<file path="src/rtl/flagreg_pkg.sv">
// Shared definitions for the flag stack register: flag bit positions,
// default geometry and a default-width flag vector type.
package flagreg_pkg;

    // Bit positions of the ALU status flags at the default width
    localparam int FLAG_Z = 0;
    localparam int FLAG_V = 1;
    localparam int FLAG_C = 2;
    localparam int FLAG_N = 3;

    // Default geometry
    localparam int DEFAULT_NUM_FLAGS   = 4;
    localparam int DEFAULT_STACK_DEPTH = 4;

    // Flag vector at the default width
    typedef logic [DEFAULT_NUM_FLAGS-1:0] flags_t;

    // Apply a per-bit masked update: masked bits take new_v, others keep old_v
    function automatic flags_t merge_default(input flags_t old_v,
                                             input flags_t new_v,
                                             input flags_t mask_v);
        return (old_v & ~mask_v) | (new_v & mask_v);
    endfunction

endpackage : flagreg_pkg

</file>
<file path="src/rtl/flag_lifo.sv">
// flag_lifo: LIFO storage for saved flag contexts.
// Holds the storage array and the occupancy counter, and decides which
// push/pop requests are legal. Illegal requests (push when full, pop when
// empty, push and pop together) leave the stack untouched and are reported
// on o_err for the owner to latch. The array itself is never reset; only
// the occupancy counter is, so stale entries are unreachable after reset.
module flag_lifo #(
    parameter int WIDTH = 4,
    parameter int DEPTH = 4,
    parameter int SPW   = $clog2(DEPTH + 1)
) (
    input  logic             clk,
    input  logic             rst,
    input  logic             i_push,
    input  logic             i_pop,
    input  logic [WIDTH-1:0] i_wdata,
    output logic [WIDTH-1:0] o_rdata,
    output logic [SPW-1:0]   o_sp,
    output logic             o_full,
    output logic             o_empty,
    output logic             o_push_ok,
    output logic             o_pop_ok,
    output logic             o_err
);

    // Address width of the storage array; at least one bit so DEPTH=1 works
    localparam int AW      = (DEPTH > 1) ? $clog2(DEPTH) : 1;
    localparam int ENTRIES = 1 << AW;

    logic [WIDTH-1:0] r_mem [ENTRIES];
    logic [SPW-1:0]   r_sp;

    logic             w_full;
    logic             w_empty;
    logic             w_push_ok;
    logic             w_pop_ok;
    logic             w_err;
    logic [SPW-1:0]   w_sp_m1;
    logic [AW-1:0]    w_wr_idx;
    logic [AW-1:0]    w_rd_idx;

    // Occupancy decodes, guard logic and array addressing
    always_comb begin
        w_full    = (r_sp == SPW'(DEPTH));
        w_empty   = (r_sp == {SPW{1'b0}});
        w_push_ok = i_push & ~i_pop & ~w_full;
        w_pop_ok  = i_pop & ~i_push & ~w_empty;
        w_err     = (i_push & i_pop) | (i_push & w_full) | (i_pop & w_empty);
        w_sp_m1   = r_sp - SPW'(1);
        w_wr_idx  = r_sp[AW-1:0];
        w_rd_idx  = w_sp_m1[AW-1:0];
    end

    // Occupancy counter: bounded to 0..DEPTH by the push/pop guards
    always_ff @(posedge clk) begin
        if (rst) begin
            r_sp <= {SPW{1'b0}};
        end else if (w_push_ok) begin
            r_sp <= r_sp + SPW'(1);
        end else if (w_pop_ok) begin
            r_sp <= w_sp_m1;
        end else begin
            r_sp <= r_sp;
        end
    end

    // Storage array: written only on a legal push, contents survive reset
    always_ff @(posedge clk) begin
        if (w_push_ok) begin
            r_mem[w_wr_idx] <= i_wdata;
        end
    end

    assign o_rdata   = r_mem[w_rd_idx];
    assign o_sp      = r_sp;
    assign o_full    = w_full;
    assign o_empty   = w_empty;
    assign o_push_ok = w_push_ok;
    assign o_pop_ok  = w_pop_ok;
    assign o_err     = w_err;

endmodule : flag_lifo

</file>
<file path="src/rtl/flag_stack_register.sv">
// flag_stack_register: CPU status flag register with per-flag masked writes
// and a LIFO save/restore stack for interrupt/call context.
// Priority for the next flag value: reset, then a legal pop (restore),
// then a masked write, then hold. A push always saves the value held
// before the edge, so push and write on the same edge both take effect.
// Optional build macro FLAGREG_BYPASS_EN adds the combinational output
// flags_next, the value stored_flags will take at the next rising edge.
module flag_stack_register
    import flagreg_pkg::*;
#(
    parameter int NUM_FLAGS   = DEFAULT_NUM_FLAGS,
    parameter int STACK_DEPTH = DEFAULT_STACK_DEPTH,
    parameter int SPW         = $clog2(STACK_DEPTH + 1)
) (
    input  logic                 clk,
    input  logic                 rst,
    input  logic                 write,
    input  logic [NUM_FLAGS-1:0] write_mask,
    input  logic [NUM_FLAGS-1:0] flags_alu,
    input  logic                 push,
    input  logic                 pop,
    input  logic                 err_clr,
    output logic [NUM_FLAGS-1:0] stored_flags,
    output logic [SPW-1:0]       sp,
    output logic                 empty,
    output logic                 full,
`ifdef FLAGREG_BYPASS_EN
    output logic [NUM_FLAGS-1:0] flags_next,
`endif
    output logic                 stack_err
);

    logic [NUM_FLAGS-1:0] r_flags;
    logic                 r_err;

    logic [NUM_FLAGS-1:0] w_flags_next;
    logic [NUM_FLAGS-1:0] w_merged;
    logic [NUM_FLAGS-1:0] w_lifo_rdata;
    logic                 w_push_ok;
    logic                 w_pop_ok;
    logic                 w_lifo_err;
    logic                 w_err_next;

    // Width-generic masked merge of new ALU flags into the held flags
    function automatic logic [NUM_FLAGS-1:0] masked_merge(
        input logic [NUM_FLAGS-1:0] old_v,
        input logic [NUM_FLAGS-1:0] new_v,
        input logic [NUM_FLAGS-1:0] mask_v
    );
        return (old_v & ~mask_v) | (new_v & mask_v);
    endfunction

    flag_lifo #(
        .WIDTH (NUM_FLAGS),
        .DEPTH (STACK_DEPTH),
        .SPW   (SPW)
    ) u_lifo (
        .clk       (clk),
        .rst       (rst),
        .i_push    (push),
        .i_pop     (pop),
        .i_wdata   (r_flags),
        .o_rdata   (w_lifo_rdata),
        .o_sp      (sp),
        .o_full    (full),
        .o_empty   (empty),
        .o_push_ok (w_push_ok),
        .o_pop_ok  (w_pop_ok),
        .o_err     (w_lifo_err)
    );

    // Next flag value: reset, then restore from stack, then masked write, then hold
    always_comb begin
        w_merged     = masked_merge(r_flags, flags_alu, write_mask);
        w_flags_next = r_flags;
        if (rst) begin
            w_flags_next = {NUM_FLAGS{1'b0}};
        end else if (w_pop_ok) begin
            w_flags_next = w_lifo_rdata;
        end else if (write) begin
            w_flags_next = w_merged;
        end else begin
            w_flags_next = r_flags;
        end
    end

    // Sticky stack error: a new error on the same edge beats err_clr
    always_comb begin
        w_err_next = r_err;
        if (w_lifo_err) begin
            w_err_next = 1'b1;
        end else if (err_clr) begin
            w_err_next = 1'b0;
        end else begin
            w_err_next = r_err;
        end
    end

    // Architectural flag register
    always_ff @(posedge clk) begin
        if (rst) begin
            r_flags <= {NUM_FLAGS{1'b0}};
        end else begin
            r_flags <= w_flags_next;
        end
    end

    // Stack error register
    always_ff @(posedge clk) begin
        if (rst) begin
            r_err <= 1'b0;
        end else begin
            r_err <= w_err_next;
        end
    end

    assign stored_flags = r_flags;
    assign stack_err    = r_err;

`ifdef FLAGREG_BYPASS_EN
    assign flags_next = w_flags_next;
`endif

endmodule : flag_stack_register
</file>
<file path="config.mk">
export PLATFORM = sky130hd
export DESIGN_NAME = flag_stack_register
export DESIGN_NICKNAME = d
export VERILOG_FILES = /design/src/rtl/flagreg_pkg.sv /design/src/rtl/flag_lifo.sv /design/src/rtl/flag_stack_register.sv
export SDC_FILE = /design/constraint.sdc
export NUM_CORES = 1
export LEC_CHECK = 0
export ABC_CLOCK_PERIOD_IN_PS = 2100
export CORE_MARGIN = 2
export CORE_UTILIZATION = 41
export DETAILED_ROUTE_END_ITERATION = 6
export GPL_ROUTABILITY_DRIVEN = 1
export GPL_TIMING_DRIVEN = 0
export PLACE_DENSITY = 0.78
export SYNTH_ARGS = -nofsm -noshare
export SYNTH_HDL_FRONTEND = slang
export SYNTH_SLANG_ARGS = --single-unit
</file>
<file path="constraint.sdc">
create_clock -name clk -period 2.1 [get_ports clk]
set_input_delay 0.315 -clock clk [delete_from_list [all_inputs] [get_ports clk]]
set_output_delay 0.315 -clock clk [all_outputs]
set_load 0.1 [all_outputs]
</file>
# Word level (Yosys, flattened, before mapping)
# Memories as Yosys holds them, arrays and structs flattened.
# Index checks and enable logic that the tools add are counted.
# Widths: inputs -> output; s select.
classes:
  addsub: 2
  eq_ne: 1
  muxes: 8
  bitwise: 17
  reduce_logical: 4
ops:
  columns: ["op", "count"]
  rows:
  - ["$and 4x4->4", 2]
  - ["$mux 4", 2]
  - ["$and 1x1->1", 7]
  - ["$mux 3", 2]
  - ["$reduce_bool 2->1", 3]
  - ["$mux 1", 4]
  - ["$not 1->1", 4]
  - ["$not 4->4", 1]
  - ["$or 4x4->4", 1]
  - ["$add 3x1->3 const B", 1]
  - ["$eq 3x3->1 const B", 1]
  - ["$logic_not 3->1", 1]
  - ["$sub 3x1->3 const B", 1]
  - ["$or 1x1->1", 2]
totals:
  reg_bits: 8
  ram_bits: 16
  inputBits: 14
  out_inout_bits: 10
  wordCells: 36
  n_memories: 1
memory_table:
  columns: ["memory", "words", "word_bits", "rd", "rd_clocked_by_memory_dff", "wr", "line_no", "rtl"]
  rows:
  - ["u_lifo.r_mem", 4, 4, 1, 0, 1, "flag_lifo.sv:30", "logic [WIDTH-1:0] r_mem [ENTRIES];"]

# Logic depth before layout (Yosys ltp)
depth:
  word_depth: 5
  mapped_depth: 9
  ltp_nobuf: 7

# Hierarchy
# From an unflattened synthesis, not the netlist that was laid out.
unflattened:
  cells_unflattened: 81
  area_unflattened_um2: 1174.9
by_module_without_submodules:
  columns: ["mod", "instances", "cells_each", "area_per_inst_um2", "seq_area_each_um2"]
  rows:
  - ["flag_lifo", 1, 56, 895.9, 540.5]
  - ["flag_stack_register", 1, 25, 279.0, 100.1]

# Worst setup path before layout
# Ideal clock, no wire load.
synth_timing:
  path_type: "reg-to-reg"
  start: "register u_lifo.r_sp[0], in the netlist u_lifo.o_sp[0]"
  end: "register u_lifo.r_sp[1], in the netlist u_lifo.o_sp[1]"
  setup_time_ns: 0.067
  arrival_ns: 2.975
  t_required_ns: 2.033
  setup_slack_ns: -0.941
  path_stages_with_launch: 10
  path_buffers: 2
  period_less_slack_ns: 3.041
  cell_sequence: "dfxtp_1 -> buf_4 -> inv_1 -> ha_1 -> ha_1 -> or3b_1 -> buf_6 -> nor2_2 -> a21oi_1 -> a21oi_2"
synth_via:
  elab_chain_len: 4
  elab_cells_between_ends: 11
  classes_between: "2 x add/sub; 1 x eq/ne; 2 x mux; 4 x bitwise; 2 x reduce/logical"
synth_rtl:
  columns: ["item", "line_no", "rtl"]
  rows:
  - ["start, declared", "flag_lifo.sv:31", "logic [SPW-1:0] r_sp;"]
  - ["start signal, assigned", "flag_lifo.sv:57", "r_sp <= {SPW{1'b0}};"]
  - ["start signal, assigned", "flag_lifo.sv:59", "r_sp <= r_sp + SPW'(1);"]
  - ["start signal, assigned", "flag_lifo.sv:61", "r_sp <= w_sp_m1;"]
  - ["$logic_not 3->1", "flag_lifo.sv:45", "w_empty = (r_sp == {SPW{1'b0}});"]
  - ["via empty", "flag_stack_register.sv:25", "output logic empty,"]
  - ["$not 1->1", "flag_lifo.sv:47", "w_pop_ok = i_pop & ~i_push & ~w_empty;"]
  - ["$and 1x1->1", "flag_lifo.sv:47", null]
  - ["$reduce_bool 2->1 (no line)", null, null]
# The timed path passes the listed nets, and every way through them passes these cells. The select of a mux whose other input is x is not followed.
# A chain may end at the register's enable or synchronous reset.

# Worst setup path after layout
layout_timing:
  start: "register u_lifo.r_sp[0], in the netlist u_lifo.o_sp[0]"
  end: "output full"
layout_via:
  elab_chain_len: 1
layout_rtl:
  columns: ["item", "line_no", "rtl"]
  rows:
  - ["$eq 3x3->1", "flag_lifo.sv:44", "w_full = (r_sp == SPW'(DEPTH));"]
  - ["end, declared", "flag_stack_register.sv:26", "output logic full,"]
# No other way between the ends.

==> results.sh <==
export IMPL_grt_ovfl_total=0
export IMPL_finish_utilization_pct=56.5
export IMPL_drt_pass1_iterations=4
export IMPL_crit_cells=5
export IMPL_layout_drive_gt1_share_pct=21.1
export IMPL_ys_types=29
export IMPL_wl_met1_um=979
export IMPL_cts_sinks=24
export IMPL_area_growth_pct=27.8
export IMPL_p_leak_uw=0.000534
export IMPL_cts_buffers=3
export IMPL_path_buf_inv=3
export IMPL_syn_avg_cell_area_um2=13.3
export IMPL_synth_seq_area_share_pct=57.5
export IMPL_clockBufferDepth=2
export IMPL_gr_usage_all_layers_pct=14.3
export IMPL_antenna_cells=0
export IMPL_routed_wl_um=2110
export IMPL_hp_class="in -> reg"
export IMPL_port_buffers=21
export IMPL_hold_path_startpoint="rst"
export IMPL_hpwl_um=1580
export IMPL_top_layer="met3"
export IMPL_final_cell_mix="16 x edfxtp_1, 11 x clkdlybuf4s50_1, 9 x nand2_1"
export IMPL_min_path_cells=2
export IMPL_peakVddDrop_mv=0.580
export IMPL_path_cells="buf_6 -> inv_1 -> ha_1 -> and2_4 -> buf_2"
export IMPL_cts_tree="done"
export IMPL_cp_max_fo=7
export IMPL_drv_cap=0
export IMPL_fp_dieH_um=56.1
export IMPL_grt_pass1_wl_um=3460
export IMPL_die_area_um2=3150
export IMPL_path_clk_slew_ns=0.13
export IMPL_ff2ff_setup_slack_ns=0.12
export IMPL_hold_buffers=0
export IMPL_ys_warn_count=0
export IMPL_fin_crit_ns=2.00
export IMPL_netlist_area_um2=1110
export IMPL_synth_fp_nets=104
export IMPL_wl_per_cell_um=15.2
export IMPL_mostFrequentLayoutCell="edfxtp_1"
export IMPL_synth_edf_count=16
export IMPL_reg2reg_to="u_lifo.r_mem[3][2]"
export IMPL_required_ns=1.78
export IMPL_num_io_pins=24
export IMPL_yosysTopAreaCell="edfxtp_1"
export IMPL_synth_seq_cells=24
export IMPL_r2r_start="u_lifo.o_sp[0]"
export IMPL_arrival_ns=1.69
export IMPL_cts_htree_levels=1
export IMPL_nFillCells=226
export IMPL_ys_top_cells_by_area="edfxtp_1 43%, dfxtp_1 14%, mux4_2 8.1%, ha_1 6.7%, a311oi_1 3.1%"
export IMPL_cp_slowest_cell="buf_2"
export IMPL_async_flop_share_pct=0
export IMPL_tightest_slew_ns=0.965
export IMPL_coreArea_um2=2520
export IMPL_outcome="finished clean"
export IMPL_cp_start_kind="flip-flop"
export IMPL_initialDrtViolationCount=12
export IMPL_setup_viol=0
export IMPL_wl_met2_um=1060
export IMPL_end_kind="primary output"
export IMPL_finalMaxSlewViolations=0
export IMPL_yosysTopAreaCellShare_pct=43.1
export IMPL_num_vias=713
export IMPL_syn_inst=84
export IMPL_relSlewSlack_pct=35.9
export IMPL_wl_met3_um=67
export IMPL_whs_ns=0.395
export IMPL_fin_crit_sh_pct=95.4
export IMPL_min_to="u_lifo.o_sp[1]"
export IMPL_finalHoldViolCount=0
export IMPL_grt_pass1_vias=726
export IMPL_slowest_delay_ns=0.43
export IMPL_max_freq_ghz=0.499
export IMPL_antenna_left=0
export IMPL_cp_top_family="buffers and inverters"
export IMPL_fin_nets=130
export IMPL_reg2reg_depth=6
export IMPL_grt_max_degree=15
export IMPL_rows=18
export IMPL_antenna_found_initial=0
export IMPL_skew_ns=0.00395
export IMPL_clkLatencyLatePin_ns=0.31
export IMPL_drcViolationCount=0
export IMPL_initial_utilization_pct=44.2
export IMPL_post_cts_resized=18
export IMPL_root_buffer="clkbuf_4"
export IMPL_gp_congestion=0.746
export IMPL_post_cts_setup_buffer_count=0
export IMPL_crit_type="reg -> out"
export IMPL_synth_flop_cell="edfxtp_1"
export IMPL_die_x_um=56.1
export IMPL_viasPerCell=5.13
export IMPL_rsz0062_at_grt="no"
export IMPL_p_per_area_nw_per_um2=882
-- through the flow --
stage | instances | setup TNS (ns) | setup slack [ns] | power (uW) | cell area, um^2
6_report | 139 | 0 | 0.0975 | 1260 | 1430
5_1_grt | 139 | 0 | 0.00648 | 1310 | 1430
4_1_cts | 139 | 0 | 0.0376 | 1260 | 1420
3_5_place_dp | 135 | -0.552 | -0.291 | 957 | 1390
3_3_place_gp | 135 | -0.509 | -0.271 | 949 | 1390
2_1_floorplan | 84 | 0 | 0.0153 | 865 | 1140
-- worst max-delay path by stage --
stage | slack (ns) | start | end
after floorplan | 0.02 | u_lifo.o_sp[0] | u_lifo.o_sp[1]
after global placement | -0.27 | u_lifo.o_sp[0] | empty
after detailed placement | -0.29 | u_lifo.o_sp[0] | empty
after CTS | 0.04 | u_lifo.o_sp[0] | empty
after global routing | 0.006 | u_lifo.o_sp[0] | u_lifo.r_mem[3][2]
final | 0.1 | u_lifo.o_sp[0] | full
-- routing by layer --
metal	global-route usage (%)	vias up
li1	-	363
met1	19.6	337
met2	23.0	13
met3	2.79	0
met4	4.08	0
met5	0	-
-- cells by family (layout without fill, tap and decap cells) --
logic type                 after synthesis  in the layout  share of synthesized area (%)
AOI/OAI and AO/OA                       13             13                           8.64
DFF                                     24             24                           57.5
muxes                                    4              4                           8.08
and+or+nand+nor                         29             29                           15.3
adders and majority gates                6              6                           6.73
buffers and inverters                    8             33                           3.82
-- synth_stat cells, drive strengths merged, types with 2 or more instances --
library cell / instances
a211oi: 2
a21oi: 2
a311oi: 4
and2: 5
buf: 4
dfxtp: 8
edfxtp: 16
ha: 6
inv: 3
mux4: 4
nand2: 9
nand3: 4
nor2: 5
nor3b: 2
o21ai: 2
-- power by group --
part	switching (uW)	internal (uW)	leakage (uW)	total, uW
Clock	136	193	0.0000279	329
Combinational	256	114	0.000289	370
Sequential	21.9	537	0.000216	559
Total	414	843	0.000534	1260
-- final cells by class --
cell class	count	area (um^2)	share of cell area (%)
flip-flops and latches	24	649	45.6
well taps	30	37.5	2.63
multi-input cells	52	447	31.3
repair buffers	21	193	13.5
inverters	3	11.3	0.790
plain buffers	5	35.0	2.46
clock inverters	1	30.0	2.11
clock buffers	3	22.5	1.58
Power figures use the tool's default switching activity.
